==> src/rtl/banked_ram_stream_reader_pkg.sv <==
// Shared types for the banked RAM stream reader.
// FSM state encoding and the RAM read latency.
package stream_reader_pkg;

    localparam int STATE_W          = 2;
    localparam int MEM_READ_LATENCY = 1;

    typedef enum logic [STATE_W-1:0] {
        STATE_IDLE  = 2'd0,
        STATE_ISSUE = 2'd1,
        STATE_DRAIN = 2'd2
    } state_t;

endpackage

==> src/rtl/banked_ram_stream_reader_if.sv <==
// RAM read port and output stream of the stream reader.
// master = reader side, slave = RAM/consumer side.
interface banked_ram_stream_reader_if #(
    parameter int ADDR_WIDTH = 13,
    parameter int DATA_WIDTH = 16
);

    logic                  mem_read_req;
    logic [ADDR_WIDTH-1:0] mem_read_addr;
    logic [DATA_WIDTH-1:0] mem_read_data;
    logic [DATA_WIDTH-1:0] m_data;
    logic                  m_valid;
    logic                  m_ready;

    modport master (
        output mem_read_req,
        output mem_read_addr,
        input  mem_read_data,
        output m_data,
        output m_valid,
        input  m_ready
    );

    modport slave (
        input  mem_read_req,
        input  mem_read_addr,
        output mem_read_data,
        input  m_data,
        input  m_valid,
        output m_ready
    );

endinterface

==> src/rtl/stream_reader_fifo.sv <==
// Small synchronous FIFO buffering RAM read data.
// Push and pop in the same cycle are legal even when full.
module stream_reader_fifo #(
    parameter int DATA_WIDTH  = 16,
    parameter int FIFO_ADDR_W = 2
) (
    input  logic                  clk,
    input  logic                  reset,
    input  logic                  push,
    input  logic [DATA_WIDTH-1:0] push_data,
    input  logic                  pop,
    output logic [DATA_WIDTH-1:0] head_data,
    output logic                  empty,
    output logic                  full,
    output logic [FIFO_ADDR_W:0]  count
);

    localparam int DEPTH = 1 << FIFO_ADDR_W;

    logic [DATA_WIDTH-1:0]  mem [DEPTH];
    logic [FIFO_ADDR_W-1:0] wr_ptr;
    logic [FIFO_ADDR_W-1:0] rd_ptr;
    logic                   do_pop;

    assign do_pop    = pop && !empty;
    assign empty     = (count == '0);
    assign full      = (count == (FIFO_ADDR_W+1)'(DEPTH));
    assign head_data = mem[rd_ptr];

    // Storage write; contents need no reset.
    always_ff @(posedge clk) begin
        if (push) begin
            mem[wr_ptr] <= push_data;
        end
    end

    // Pointer and occupancy tracking.
    always_ff @(posedge clk) begin
        if (reset) begin
            wr_ptr <= '0;
            rd_ptr <= '0;
            count  <= '0;
        end else begin
            if (push) begin
                wr_ptr <= wr_ptr + FIFO_ADDR_W'(1);
            end
            if (do_pop) begin
                rd_ptr <= rd_ptr + FIFO_ADDR_W'(1);
            end
            unique case ({push, do_pop})
                2'b10:   count <= count + (FIFO_ADDR_W+1)'(1);
                2'b01:   count <= count - (FIFO_ADDR_W+1)'(1);
                default: count <= count;
            endcase
        end
    end

endmodule

==> src/rtl/banked_ram_stream_reader.sv <==
// Strided RAM reader feeding a valid/ready stream with credit flow control.
// Optional STREAM_READER_STATS_EN adds a stall_cycles counter port.
module banked_ram_stream_reader
    import stream_reader_pkg::*;
#(
    parameter int ADDR_WIDTH  = 13,
    parameter int DATA_WIDTH  = 16,
    parameter int COUNT_W     = 16,
    parameter int FIFO_ADDR_W = 2
) (
    input  logic                  clk,
    input  logic                  reset,
    input  logic                  cfg_start,
    input  logic [ADDR_WIDTH-1:0] cfg_base_addr,
    input  logic [ADDR_WIDTH-1:0] cfg_stride,
    input  logic [COUNT_W-1:0]    cfg_num_words,
    output logic                  busy,
    output logic                  done,
    banked_ram_stream_reader_if.master bus
`ifdef STREAM_READER_STATS_EN
    ,
    output logic [31:0]           stall_cycles
`endif
);

    localparam int OCC_W = FIFO_ADDR_W + 2;
    localparam logic [OCC_W-1:0] DEPTH_V = OCC_W'(1 << FIFO_ADDR_W);

    state_t                state;
    logic [ADDR_WIDTH-1:0] addr_q;
    logic [ADDR_WIDTH-1:0] stride_q;
    logic [COUNT_W-1:0]    remaining;
    logic                  inflight;

    logic                  mem_req;
    logic                  fifo_pop;
    logic                  fifo_empty;
    logic                  fifo_full;
    logic [FIFO_ADDR_W:0]  fifo_count;
    logic [DATA_WIDTH-1:0] fifo_head;
    logic [OCC_W-1:0]      occ;
    logic                  last_pop;

    // Buffer space already promised: stored words plus the read in flight.
    assign occ = {1'b0, fifo_count} + {{(OCC_W-1){1'b0}}, inflight};

    assign mem_req = (state == STATE_ISSUE) && (remaining != '0)
                  && !fifo_full && (occ < DEPTH_V);

    assign bus.mem_read_req  = mem_req;
    assign bus.mem_read_addr = addr_q;
    assign bus.m_valid       = !fifo_empty;
    assign bus.m_data        = fifo_empty ? '0 : fifo_head;

    assign fifo_pop = !fifo_empty && bus.m_ready;
    assign last_pop = fifo_pop && !inflight
                   && (fifo_count == (FIFO_ADDR_W+1)'(1));

    stream_reader_fifo #(
        .DATA_WIDTH  (DATA_WIDTH),
        .FIFO_ADDR_W (FIFO_ADDR_W)
    ) u_fifo (
        .clk       (clk),
        .reset     (reset),
        .push      (inflight),
        .push_data (bus.mem_read_data),
        .pop       (fifo_pop),
        .head_data (fifo_head),
        .empty     (fifo_empty),
        .full      (fifo_full),
        .count     (fifo_count)
    );

    // A read issued this cycle lands in the buffer next cycle.
    always_ff @(posedge clk) begin
        if (reset) begin
            inflight <= 1'b0;
        end else begin
            inflight <= mem_req;
        end
    end

    // Transfer FSM with address/count registers and registered busy/done.
    always_ff @(posedge clk) begin
        if (reset) begin
            state     <= STATE_IDLE;
            busy      <= 1'b0;
            done      <= 1'b0;
            addr_q    <= '0;
            stride_q  <= '0;
            remaining <= '0;
        end else begin
            done <= 1'b0;
            unique case (state)
                STATE_IDLE: begin
                    if (cfg_start) begin
                        if (cfg_num_words == '0) begin
                            done <= 1'b1;
                        end else begin
                            addr_q    <= cfg_base_addr;
                            stride_q  <= cfg_stride;
                            remaining <= cfg_num_words;
                            busy      <= 1'b1;
                            state     <= STATE_ISSUE;
                        end
                    end
                end
                STATE_ISSUE: begin
                    if (mem_req) begin
                        addr_q    <= addr_q + stride_q;
                        remaining <= remaining - COUNT_W'(1);
                        if (remaining == COUNT_W'(1)) begin
                            state <= STATE_DRAIN;
                        end
                    end
                end
                STATE_DRAIN: begin
                    if (!inflight && (fifo_empty || last_pop)) begin
                        done  <= 1'b1;
                        busy  <= 1'b0;
                        state <= STATE_IDLE;
                    end
                end
                default: begin
                    state <= STATE_IDLE;
                    busy  <= 1'b0;
                end
            endcase
        end
    end

`ifdef STREAM_READER_STATS_EN
    // Saturating count of cycles the consumer stalls a busy transfer.
    always_ff @(posedge clk) begin
        if (reset) begin
            stall_cycles <= '0;
        end else if (state == STATE_IDLE && cfg_start) begin
            stall_cycles <= '0;
        end else if (busy && !fifo_empty && !bus.m_ready
                     && stall_cycles != '1) begin
            stall_cycles <= stall_cycles + 32'd1;
        end
    end
`endif

endmodule

==> src/flat_wrapper.sv <==
// flat-port wrapper written by rule: the top's interface ports become plain ports
module banked_ram_stream_reader_flat import stream_reader_pkg::*;
#(
    parameter int ADDR_WIDTH  = 13,
    parameter int DATA_WIDTH  = 16,
    parameter int COUNT_W     = 16,
    parameter int FIFO_ADDR_W = 2
)
  (clk, reset, cfg_start, cfg_base_addr, cfg_stride, cfg_num_words, busy, done, bus_mem_read_req, bus_mem_read_addr, bus_mem_read_data, bus_m_data, bus_m_valid, bus_m_ready);
  banked_ram_stream_reader_if #(.ADDR_WIDTH(ADDR_WIDTH), .DATA_WIDTH(DATA_WIDTH)) bus_i ();
  input  logic clk;
  input  logic reset;
  input  logic cfg_start;
  input  logic [ADDR_WIDTH-1:0] cfg_base_addr;
  input  logic [ADDR_WIDTH-1:0] cfg_stride;
  input  logic [COUNT_W-1:0] cfg_num_words;
  output logic busy;
  output logic done;
  output wire logic [$bits(bus_i.mem_read_req)-1:0] bus_mem_read_req;
  output wire logic [$bits(bus_i.mem_read_addr)-1:0] bus_mem_read_addr;
  input wire logic [$bits(bus_i.mem_read_data)-1:0] bus_mem_read_data;
  output wire logic [$bits(bus_i.m_data)-1:0] bus_m_data;
  output wire logic [$bits(bus_i.m_valid)-1:0] bus_m_valid;
  input wire logic [$bits(bus_i.m_ready)-1:0] bus_m_ready;
  assign bus_mem_read_req = bus_i.mem_read_req;
  assign bus_mem_read_addr = bus_i.mem_read_addr;
  assign bus_i.mem_read_data = bus_mem_read_data;
  assign bus_m_data = bus_i.m_data;
  assign bus_m_valid = bus_i.m_valid;
  assign bus_i.m_ready = bus_m_ready;
  banked_ram_stream_reader #(.ADDR_WIDTH(ADDR_WIDTH), .DATA_WIDTH(DATA_WIDTH), .COUNT_W(COUNT_W), .FIFO_ADDR_W(FIFO_ADDR_W)) u_core (.clk(clk), .reset(reset), .cfg_start(cfg_start), .cfg_base_addr(cfg_base_addr), .cfg_stride(cfg_stride), .cfg_num_words(cfg_num_words), .busy(busy), .done(done), .bus(bus_i));
endmodule
==> config.mk <==
export PLATFORM = sky130hd
export DESIGN_NAME = banked_ram_stream_reader_flat
export DESIGN_NICKNAME = d
export VERILOG_FILES = /design/src/rtl/banked_ram_stream_reader_pkg.sv /design/src/rtl/banked_ram_stream_reader_if.sv /design/src/rtl/stream_reader_fifo.sv /design/src/rtl/banked_ram_stream_reader.sv /design/src/flat_wrapper.sv
export SDC_FILE = /design/constraint.sdc
export NUM_CORES = 1
export LEC_CHECK = 0
export CORE_MARGIN = 2
export CORE_UTILIZATION = 25
export DETAILED_ROUTE_END_ITERATION = 8
export GPL_TIMING_DRIVEN = 0
export SLEW_MARGIN = 20
export SYNTH_ARGS = -nofsm -noshare
export SYNTH_HDL_FRONTEND = slang
export SYNTH_HIERARCHICAL = 1
export SYNTH_SLANG_ARGS = --single-unit
==> constraint.sdc <==
create_clock -name clk -period 5.92 [get_ports clk]
set_clock_uncertainty 0.05 [all_clocks]
set_input_delay 0.592 -clock clk [delete_from_list [all_inputs] [get_ports clk]]
set_output_delay 0.592 -clock clk [all_outputs]
set_load 0.02 [all_outputs]
Yosys cells after proc, flatten, opt, wreduce, memory -nomap -nowiden
Memories as Yosys holds them, arrays and structs flattened. A register that Yosys moved wholly into a read port is not among the register bits.
Index checks and enable logic that the tools add are counted.

storage, ports and cells
  flip-flop bits (word level) = 54
  bits in writable memories = 64
  input port bits = 62
  output and inout port bits = 33
  logic and storage cells = 83
  memories = 1

memory list
  memory             depth  bits a word  read ports  clocked after Yosys merged registers in  wr ports  RTL line                  RTL
  u_core.u_fifo.mem  4      16           1           1                                        1         stream_reader_fifo.sv:20  logic [DATA_WIDTH-1:0] mem [DEPTH];

operators by class
  add/sub/neg operators = 7
  magnitude comparators = 1
  eq/ne operators = 12
  mux-type cells = 28
  bitwise gates (word level) = 2
  reductions and logical operators = 22

operator list
  cell                                                         number
  two-way mux 16 bit                                           4
  two-way mux 13 bit                                           3
  case mux 16 bit (2 select lines)                             1
  case mux 13 bit (2 select lines)                             1
  equality test 16 x 1 -> 1 bit (second input constant)        1
  logical NOT 16 bit                                           1
  nonzero test 16 bit                                          1
  subtractor 16 x 1 -> 16 bit (second input constant)          1
  two-way mux 2 bit                                            7
  adder 13 bit                                                 1
  logical AND 1 bit                                            8
  two-way mux 1 bit                                            8
  inequality test 2 bit (second input constant)                4
  AND reduction 4 bit                                          2
  case mux 2 bit (3 select lines)                              1
  case mux 3 bit (2 select lines)                              1
  AND reduction 5 bit                                          1
  adder 2 x 1 -> 2 bit (second input constant)                 2
  adder 3 x 1 -> 4 bit                                         1
  equality test 2 x 1 -> 1 bit (second input constant)         2
  equality test 2 bit (second input constant)                  2
  less-than comparator 4 x 3 -> 1 bit (second input constant)  1
  nonzero test 2 bit                                           2
  adder 3 x 1 -> 3 bit (second input constant)                 1
  other kinds (12)                                             15

Logic depth before layout (Yosys ltp)
  depth after elaboration = 9
  depth in mapped cells = 10
  mapped depth without buffers = 10

By module
The synthesis kept the hierarchy.

by module, submodules not included
  module                    instances  cells an instance  area each (µm²)
  banked_ram_stream_reader  1          430                3255.6
  stream_reader_fifo        1          134                2795.2

Worst setup path after synthesis
No wires, ideal clock.

  kind = flip-flop to flip-flop
  start point = reg u_core.u_fifo.count[2]
  end point = reg u_core.u_fifo.count[2]
  arrival = 2241 ps
  setup slack = 3558 ps
  cell stages (with the launch flop) = 11
  path buffers = 0
  period minus slack after synthesis = 2362 ps
  path through = dfxtp_1 > nor3_1 > nor2b_1 > o31ai_1 > inv_1 > ha_1 > inv_1 > fa_1 > xor2_1 > or3_1 > a21oi_1

on the way
  cells in the longest elaborated chain, start to end = 6

ends and longest elaborated chain
  what                                                                   RTL line                        RTL
  from (decl)                                                            stream_reader_fifo.sv:15        output logic [FIFO_ADDR_W:0] count
  from (signal assigned)                                                 stream_reader_fifo.sv:51        2'b10: count <= count + (FIFO_ADDR_W+1)'(1);
  from (signal assigned)                                                 stream_reader_fifo.sv:52        2'b01: count <= count - (FIFO_ADDR_W+1)'(1);
  from (signal assigned)                                                 stream_reader_fifo.sv:53        default: count <= count;
  logical NOT 3 bit *                                                    stream_reader_fifo.sv:26        assign empty = (count == '0);
  net u_core.fifo_empty                                                  banked_ram_stream_reader.sv:37  logic fifo_empty;
  logical NOT 1 bit *                                                    banked_ram_stream_reader.sv:55  assign fifo_pop = !fifo_empty && bus.m_ready;
  logical AND 1 bit *                                                    banked_ram_stream_reader.sv:55
  net u_core.fifo_pop                                                    banked_ram_stream_reader.sv:36  logic fifo_pop;
  logical AND 1 bit *                                                    stream_reader_fifo.sv:25        assign do_pop = pop && !empty;
  net u_core.u_fifo.do_pop                                               stream_reader_fifo.sv:23        logic do_pop;
  equality test 2 x 1 -> 1 bit or equality test 2 bit (tied branches)    stream_reader_fifo.sv:50        unique case ({push, do_pop})
  case mux 3 bit (2 select lines) or nonzero test 2 bit (tied branches)  --

Mark *: on every way through the listed nets, which the timed path passes. The rest lies on a longest branch.
A chain may end at the register's enable or synchronous reset.

Worst setup path after layout
  start point = reg u_core.state[0]
  end point = out bus_mem_read_req

on the way
  cells in the longest elaborated chain, start to end = 4

ends and longest elaborated chain
  what                            RTL line                         RTL
  from (decl)                     banked_ram_stream_reader.sv:29   state_t state;
  from (signal assigned)          banked_ram_stream_reader.sv:86   state <= STATE_IDLE;
  from (signal assigned)          banked_ram_stream_reader.sv:104  state <= STATE_ISSUE;
  from (signal assigned)          banked_ram_stream_reader.sv:113  state <= STATE_DRAIN;
  equality test 2 x 1 -> 1 bit    banked_ram_stream_reader.sv:47   assign mem_req = (state == STATE_ISSUE) && (remaining != '0)
  logical AND 1 bit               banked_ram_stream_reader.sv:47
  logical AND 1 bit (2 in a row)  banked_ram_stream_reader.sv:48   && !fifo_full && (occ < DEPTH_V);
  to (decl)                       flat_wrapper.sv:19               output wire logic [$bits(bus_i.mem_read_req)-1:0] bus_mem_read_req;

No other way between the ends.

==> run metrics <==
# fillers=2407; Reg2Reg Setup Slack=3340 ps; num rows=56; fin crit period=3420 ps; Worst setup SP type=register; port buffer count=93; gp weighted congestion=between 0.8 and 0.9; critical path class=register to output pin; clock slew at reported path FFs=about 60 ps; area grow syn2layout=31.8%; Post-Route M1 WL=around 7400 µm; First-pass DRT Iterations=6; PwrDens=309 nW/µm²; CTS tree=yes; WL final=16600 µm; origin of the worst setup path=u_core/state[0]$_SDFFE_PP0P_; RSZ-0062 raised after global routing=no; PnR worst setup slack=2500 ps; Slew Limit Fails=0; post-CTS setup buffers=0; number of cells produced by synthesis=approximately 560; worst-skew pair later-pin latency=420 ps; io pins=95; P_leak=2.79 nW; Worst Path Max Fanout=10; area leader, netlist=edfxtp_1; chip width=about 160 µm; critical path arrival=2780 ps; post-place setup slack=roughly 2500 ps; Synth Flop Type=edfxtp_1; Reg-to-Reg End=u_core/bus.mem_read_addr[0]$_SDFFE_PP0P_; r2r worst-path depth=6; CTS Hold Bufs=0; clk buf depth=2; fin area=approximately 8000 µm²; FF/Latch Area=3040 µm²; cts bufs inserted=17; Syn Area/Cell=10.7 µm²; DIE AREA=approximately 25000 µm²; initial antenna violation count=1; HP Class=register to register; Antenna Cells=0; Post-DP Area=approximately 7400 µm²; Slew @ Worst Pin=861 ps; GRT Overall Usage=0.131; GR Overflow Total=0; Multi-input gate area=2740 µm²; post-route ant nets=0; Final HPWL DP=11700 µm; Synth cell types=74; number of synthesized flops with an enable pin=64; CORE AREA=23600 µm²; Post-Syn Area=6050 µm²; Synthesis Warnings=6; met3 wire len=1110 µm; worst r2r src=u_core/state[1]$_SDFFE_PP0P_; max layer used=met5; fmax=292 MHz; WHS Endpoint=u_core/stride_q[11]$_SDFFE_PP0P_; Tcrit/Tclk final=0.578; final setup fails=0; first-pass GRT wire length=26200 µm; routed vias/inst=4.85; layout cells sized above 1=0.103; vias in the first global route=4795; CTS Root Cell=clkbuf_16; sequential fraction of the synthesis area=0.503; Rel. slew slack=0.426; VDD IR max=0.173 mV; Synth Register Bits=120; critical path endpoint category=output pin; Yosys top cell area share=0.318; WHS Path Cells=2; H-tree Lvls=4; setup_tns=0 ps; Pwr Total=0.00247 W; synthesized net count=648; DRC=0; Vias=just under 5000; Hold Startpoint=u_core/stride_q[11]$_SDFFE_PP0P_; MaxCap Viol Count=0; largest net degree at the start of global routing=17; DR WL/cell=approximately 16 µm; largest cells by area after synthesis=edfxtp_1 (32%), dfxtp_1 (19%), a21oi_1 (4.5%), ha_1 (4.1%), nand2_1 (4.1%); CP Data Required Time=5280 ps; share of synthesized flip-flops with an asynchronous set or reset=0; Starting Density=0.256; Nets=761; post-cts sizing count=0; DRT iter0 DRCs=357; Die H=160 µm; CTS Sinks=between 100 and 150; met2 wire length=7790 µm; status=complete, no violations; Final Hold Viols=0
flip-flops by register name (all words and copies together) (netlist names), named ones only:
signal	flops
u_core/bus.mem_read_addr	13
u_core/busy	1
u_core/done	1
u_core/inflight	1
u_core/remaining	16
u_core/state	2
u_core/stride_q	13
u_core/u_fifo/count	3
u_core/u_fifo/mem	64
u_core/u_fifo/rd_ptr	2
u_core/u_fifo/wr_ptr	2
cell usage after synthesis, types with 3 or more instances:
| master | number |
|---|---|
| o32ai_1 | 8 |
| nand3b_1 | 3 |
| o21ai_0 | 16 |
| or3_1 | 6 |
| and3_1 | 7 |
| inv_1 | 17 |
| a21oi_1 | 55 |
| edfxtp_1 | 64 |
| nor4_1 | 8 |
| nand2b_1 | 4 |
| ha_1 | 20 |
| a32o_1 | 4 |
| buf_6 | 4 |
| o2111ai_1 | 3 |
| mux4_2 | 10 |
| buf_2 | 7 |
| nand2_1 | 66 |
| and4_1 | 3 |
| mux4_1 | 6 |
| o21bai_1 | 3 |
| and2_1 | 5 |
| nor2_1 | 31 |
| buf_1 | 3 |
| a311oi_1 | 9 |
| a211oi_1 | 5 |
| clkbuf_1 | 22 |
| nor2b_1 | 19 |
| nand3_1 | 11 |
| nor3_1 | 23 |
| dfxtp_1 | 56 |
| a21o_1 | 3 |
| or4_1 | 3 |
| o31ai_1 | 3 |
| xor2_1 | 6 |
cell type report:
cell class,count,share of cell area
clock inverter,13,0.0184
buffer,38,0.0250
tap,319,0.0501
clock buffer,19,0.0543
inverter,19,0.00926
sequential,120,0.382
timing repair buffer,94,0.118
multi-input combinational,387,0.344
metal layers:
layer  up-vias  track usage
li1       2356            -
met1      2315        0.170
met2       201        0.211
met3        18       0.0352
met4         2       0.0467
met5         -            0
where the power goes:
part | internal (W) | switching, W | total, W | leakage [nW]
combinational | 0.000212 | 0.000277 | 0.000489 | 1.47
clock | 0.000624 | 0.000394 | 0.00102 | 0.279
sequential | 0.000921 | 0.0000375 | 0.000959 | 1.04
through the flow:
stage | utilization | std cells | hold WS, ps
global route | 0.338 | 1009 | 430
floorplan | - | 564 | 390
detailed placement | 0.313 | 977 | 405
global placement | 0.313 | 976 | 401
CTS | 0.338 | 1009 | 413
finish | 0.338 | 1009 | 409
worst max-delay path, cell delays in order, from the launching register on:
cell             delay (ps)
dfxtp_1                 450
nor2b_1                 160
clkbuf_1                390
nand3_1                 210
a21o_4                  290
inv_4                    90
buf_6                   150
clkdlybuf4s50_1         610
how the worst max path moves through the flow:
stage	slack, ps	depth (start not counted)	endpoint
after floorplan	3560	10	u_core/u_fifo/count[2]$_SDFFE_PP0P_
final	2500	7	bus_mem_read_req
after global routing	2380	7	bus_mem_read_req
after detailed placement	2490	8	u_core/remaining[14]$_SDFFE_PP0P_
after CTS	2490	7	bus_mem_read_req
after global placement	2480	8	u_core/remaining[6]$_SDFFE_PP0P_
cell families (layout without fill, tap and decap cells):
group,Yosys count,in the layout,share of synthesized area
simple gates,202,202,0.173
compound gates,136,136,0.151
flops,120,120,0.503
buf+inv,57,183,0.0451
fa+ha+maj,22,22,0.0480
mux,19,19,0.0684
xor+xnor,8,8,0.0116
placed cells by master (no fill, tap or decap), drive strengths merged, types with 5 or more instances in the layout:
cell type and n:
mux4 16, nor2b 19, ha 20, edfxtp 64
xor2 6, or3 6, nand2 67, o32ai 9
a21oi 56, a311oi 9, nor4 9, o21ai 19
clkdlybuf4s50 93, clkinv 5, and3 7, buf 16
a211oi 5, or4 5, nand3 11, nor2 32
nor3 24, dfxtp 56, clkbuf 42, and2 5
inv 23
No activity file was read; power rests on OpenSTA's default activity.
